<file path="src/rtl/sd_io_arbiter.sv">
// Round-robin arbiter sharing the host sector-I/O channel between requesters.
// A grant spans one full sector transaction; a watchdog aborts unacked requests.
module sd_io_arbiter #(
  parameter int          NREQ    = 2,
  parameter logic [23:0] TIMEOUT = 24'd12_000_000
) (
  input  logic                 clk,
  input  logic                 reset,
  input  logic [NREQ-1:0]      req_rd,
  input  logic [NREQ-1:0]      req_wr,
  input  logic [32*NREQ-1:0]   req_lba,
  input  logic [16*NREQ-1:0]   req_buff_din,
  output logic [NREQ-1:0]      req_ack,
  output logic [NREQ-1:0]      req_buff_wr,
  output logic [NREQ-1:0]      req_err,
  output logic [31:0]          io_lba,
  output logic [NREQ-1:0]      io_rd,
  output logic [NREQ-1:0]      io_wr,
  input  logic                 io_ack,
  input  logic                 sd_buff_wr,
  output logic [15:0]          sd_buff_din,
  output logic                 busy,
  output logic [1:0]           grant_id
);

  typedef enum logic [1:0] {IDLE, GRANT, XFER, DONE} state_t;

  state_t          state_q, state_d;
  logic [1:0]      grant_q, grant_d;
  logic [1:0]      rr_q, rr_d;
  logic [31:0]     lba_q, lba_d;
  logic            op_rd_q, op_rd_d;
  logic [23:0]     wd_q, wd_d;
  logic [NREQ-1:0] err_q, err_d;

  logic [NREQ-1:0] pend;
  logic [NREQ-1:0] gnt_oh;
  logic [2:0]      cand;
  logic [1:0]      pick;
  logic [1:0]      rr_inc;
  logic            found;
  logic            pick_rd;
  logic [31:0]     lba_sel;

  // First pending requester at or above rr_q, wrapping at NREQ
  always_comb begin
    pend    = req_rd | req_wr;
    pick    = rr_q;
    found   = 1'b0;
    cand    = '0;
    for (int k = 0; k < NREQ; k++) begin
      cand = {1'b0, rr_q} + 3'(k);
      if (cand >= 3'(NREQ)) cand = cand - 3'(NREQ);
      if (!found && pend[cand[1:0]]) begin
        found = 1'b1;
        pick  = cand[1:0];
      end
    end
    lba_sel = '0;
    pick_rd = 1'b0;
    for (int i = 0; i < NREQ; i++) begin
      if (pick == 2'(i)) begin
        lba_sel = req_lba[32*i +: 32];
        pick_rd = req_rd[i];
      end
    end
    rr_inc = (grant_q == 2'(NREQ-1)) ? 2'd0 : grant_q + 2'd1;
  end

  always_ff @(posedge clk or posedge reset) begin
    if (reset) begin
      state_q <= IDLE;
      grant_q <= '0;
      rr_q    <= '0;
      lba_q   <= '0;
      op_rd_q <= 1'b0;
      wd_q    <= '0;
      err_q   <= '0;
    end else begin
      state_q <= state_d;
      grant_q <= grant_d;
      rr_q    <= rr_d;
      lba_q   <= lba_d;
      op_rd_q <= op_rd_d;
      wd_q    <= wd_d;
      err_q   <= err_d;
    end
  end

  always_comb begin
    state_d = state_q;
    grant_d = grant_q;
    rr_d    = rr_q;
    lba_d   = lba_q;
    op_rd_d = op_rd_q;
    wd_d    = wd_q;
    err_d   = '0;
    unique case (state_q)
      IDLE: begin
        wd_d = '0;
        if (found) begin
          state_d = GRANT;
          grant_d = pick;
          lba_d   = lba_sel;
          op_rd_d = pick_rd;
        end
      end
      GRANT: begin
        // An ack landing on the expiry cycle still wins
        if (io_ack) begin
          state_d = XFER;
        end else if (wd_q == TIMEOUT - 24'd1) begin
          state_d = IDLE;
          rr_d    = rr_inc;
          err_d   = gnt_oh;
        end else begin
          wd_d = wd_q + 24'd1;
        end
      end
      XFER: begin
        if (!io_ack) begin
          state_d = DONE;
          rr_d    = rr_inc;
        end
      end
      DONE:    state_d = IDLE;
      default: state_d = IDLE;
    endcase
  end

  always_comb begin
    for (int i = 0; i < NREQ; i++) gnt_oh[i] = (grant_q == 2'(i));
    busy        = (state_q == GRANT) || (state_q == XFER);
    io_rd       = (state_q == GRANT && op_rd_q) ? gnt_oh : '0;
    io_wr       = (state_q == GRANT && !op_rd_q) ? gnt_oh : '0;
    req_ack     = (busy && io_ack) ? gnt_oh : '0;
    req_buff_wr = (busy && sd_buff_wr) ? gnt_oh : '0;
    sd_buff_din = '0;
    for (int i = 0; i < NREQ; i++) begin
      if (busy && gnt_oh[i]) sd_buff_din = req_buff_din[16*i +: 16];
    end
    req_err  = err_q;
    io_lba   = lba_q;
    grant_id = grant_q;
  end

endmodule

</file>
<file path="config.mk">
export PLATFORM = sky130hd
export DESIGN_NAME = sd_io_arbiter
export DESIGN_NICKNAME = d
export VERILOG_FILES = /design/src/rtl/sd_io_arbiter.sv
export SDC_FILE = /design/constraint.sdc
export NUM_CORES = 1
export LEC_CHECK = 0
export BUFFER_PORTS_ARGS = -buffer_cell sky130_fd_sc_hd__buf_2
export CORE_ASPECT_RATIO = 1.1
export CORE_MARGIN = 2
export CORE_UTILIZATION = 35
export CTS_CLUSTER_DIAMETER = 120
export DETAILED_ROUTE_END_ITERATION = 10
export SYNTH_ARGS = -nofsm -noshare
export SYNTH_HDL_FRONTEND = slang
export SYNTH_SLANG_ARGS = --single-unit
export TNS_END_PERCENT = 5
</file>
<file path="constraint.sdc">
create_clock -name clk -period 4.1 [get_ports clk]
set_input_delay 0.82 -clock clk [delete_from_list [all_inputs] [get_ports clk]]
set_output_delay 0.82 -clock clk [all_outputs]
set_load 0.005 [all_outputs]
</file>
==> results.txt <==
Min-delay worst type - register to register
Net Sw Frac - 38.5%
Final worst slack - 0.960 ns
Synth area leaders - dfrtp_1, a22oi_1, nand2_1
Count of different cell masters after synthesis - 44
Post CTS Setup Buffer Count - 0
Latest clock arrival within the worst-skew pair - 0.35 ns
HPWL Detailed - 6890 um
Peak supply drop - 279 uV
First-pass iteration count of the detailed router - 6
First-pass GRT wire length - 15,200 um
RSZ-0062 raised after global routing - false
Hold Vio Cnt, Final - 0
Arr. time, crit path - 2.32 ns
Setup TNS Final - 0 ns
Endpoints failing setup - 0
Max-Slew Margin vs Limit - 25.1%
CTS HTree Levels - 3
# clock sinks - 65
Grt total ovfl - 0
Post-synth ARST share - 100%
Reg clk slew, reported paths - 0.07 ns
P&R area growth vs syn - 31.9%
Via/cell ratio - 5.18
Via count - 3,375
Period utilization - 76.6%
Max FO, Critical Path - 18
Post-synth top cells - dfrtp_1, nand2_1, o21ai_0
Dpl ws - 1.27 ns
Final Util - 46.8%
Most common cell in the netlist - dfrtp_1
Flop pwr share - 34.2%
Clock Tree Buf Depth - 2
GPL Wtd Cong - 0.761
Final net count - 635
Synth Register Bits - 65
Predominant post-synthesis flop cell - dfrtp_1
WS Path Type - register to primary output
Max Fclk - 318 MHz
Maximum number of pins on one net before global-route repair - 69
Logic gate share of total power - 44.0%
Synth area leader - dfrtp_1
Post-CTS sizing - 0
Final min period - 3.14 ns
Die Wd - 98.8 um
Number of synthesized flops with an enable pin - 0
Synthesized area - 3460 um2
Pwr Total - 2790 uW
I/O pin count - 165
Starting density of the core - 35.5%
Post-Syn Area per Cell - 9.30 um2
Avg WL per Cell - 14.2 um
Final Routed Wirelength - 9240 um
Row count - 38
Ant diodes - 0
Share of layout cells above drive strength 1 - 37.4%
Power Dens Cells - 612 nW/um2
Ys Warns - 0
# DRC - 0
Initial detailed-routing violation count - 205
Initial antenna violation count - 0
Number of global-route vias before repair - 3,327
Port Buffers - 164
Core Box Area - 9750 um2
# Max-Cap Violations - 0
Internal Power - 1720 uW
GRT Util Overall - 17.5%
Post-synth top area share - 47.0%
Lkg Pwr - 0.00224 uW
Hold_ws - 0.477 ns
CTS tree - built
Clock power frac - 21.8%
CTS root buffer - clkbuf_8
Psw - 1070 uW
Sequential share of the synthesized area - 47.0%
Die area - 10,700 um2
Die Y - 108 um
Startpoint class of the critical path - register
Clock Skew - 0.0206 ns
Fill count - 938
Fin. max-slew vios - 0
Worst-Margin Slew - 1.12 ns
Final ANT Viol Nets - 0
Seq. cell area - 1630 um2
Critical Path RT - 3.28 ns
Worst setup EP type - primary output
Syn Nets - 480
Synth Instances - 372
Outcome - finished clean
Multi-input gate area - 1690 um2
TritonCTS buffer count - 9
Hold buffer count at CTS - 0
-- path summary, 6_finish.rpt --
check | from | to | slack, ns | cells past startpoint
max | state_q[0] | sd_buff_din[15] | 0.96 | 5
min | io_lba[6] | io_lba[6] | 0.48 | 2
max reg2reg | wd_q[8] | wd_q[1] | 1.36 | 6
min reg2reg | io_lba[6] | io_lba[6] | 0.48 | 2
max in group asynchronous | reset | wd_q[12] | 2.57 | 3
min in group asynchronous | reset | wd_q[2] | 0.67 | 2
-- cells in the final DEF (no fill, tap or decap), types with 2 or more instances in the layout --
master | synthesis | layout
a22o_1 | 17 | 17
o21ai_0 | 39 | 39
o31ai_1 | 7 | 7
or4_1 | 6 | 6
clkinv_2 | 0 | 2
nor2_1 | 21 | 21
nand2b_1 | 2 | 2
o21ai_1 | 3 | 3
clkbuf_8 | 0 | 10
bufinv_16 | 0 | 2
nor2b_1 | 4 | 4
nand4_1 | 4 | 4
dfrtp_1 | 65 | 65
or3_1 | 7 | 7
o21ai_2 | 3 | 3
inv_1 | 9 | 8
nor4_1 | 7 | 7
a21oi_1 | 5 | 5
a22oi_1 | 33 | 33
or2_2 | 2 | 2
xnor2_1 | 3 | 3
ha_1 | 4 | 4
and2_1 | 4 | 4
buf_2 | 0 | 164
nand3_1 | 14 | 14
buf_4 | 0 | 3
and3_1 | 4 | 4
xor2_1 | 6 | 6
nand2_1 | 54 | 53
a21oi_2 | 6 | 6
o211ai_1 | 3 | 3
nor3_1 | 2 | 2
and3b_1 | 2 | 2
-- power groups by stage --
stage	logic, uW	clock network [uW]	registers (uW)
CTS	1250	619	958
global placement	1230	0	959
detailed placement	1250	0	964
finish	1230	608	956
floorplan	779	0	956
global route	1400	647	986
-- routing by layer --
metal	vias up	track usage (%)	routed length, um	part of all wire [%]
met5	-	0	0	0
met1	1574	22.1	4020	44
met3	10	4.85	614	6.6
met4	0	6.56	129	1.4
li1	1678	-	-	-
met2	113	28.5	4470	48
-- flip-flops by register name, indices dropped and copies added, names as in the netlist, named ones only --
register and flops:
grant_id 2, io_lba 32, op_rd_q 1, req_err 2
rr_q 2, state_q 1, wd_q 24
-- cells by family after synthesis --
kind of cell | Yosys count | share of synthesized area (%)
compound gates | 121 | 24.3
fa+ha+maj | 4 | 1.45
xor+xnor | 9 | 2.28
simple gates | 139 | 20.0
flops | 65 | 47.0
mux | 2 | 0.615
buf+inv | 32 | 4.38
-- through the flow --
step / cells / instance area [um2]
4_1_cts: 652 / 4560
3_3_place_gp: 636 / 4340
2_1_floorplan: 372 / 3460
5_1_grt: 652 / 4560
3_5_place_dp: 636 / 4340
6_report: 652 / 4560
-- critical path, stage by stage (launching register included) --
cell and delay (ns):
dfrtp_1 0.39, inv_1 0.08, ha_1 0.30, nor3b_2 0.81
a22o_1 0.28, buf_2 0.11
-- area by class of cell --
cell class / count / area share, %
tap: 120 / 3.29
inverter: 9 / 0.740
timing repair buffer: 167 / 18.5
clock inverter: 5 / 1.73
multi-input combinational: 275 / 37.0
clock buffer: 11 / 3.10
sequential: 65 / 35.6
Power figures use the tool's default switching activity.
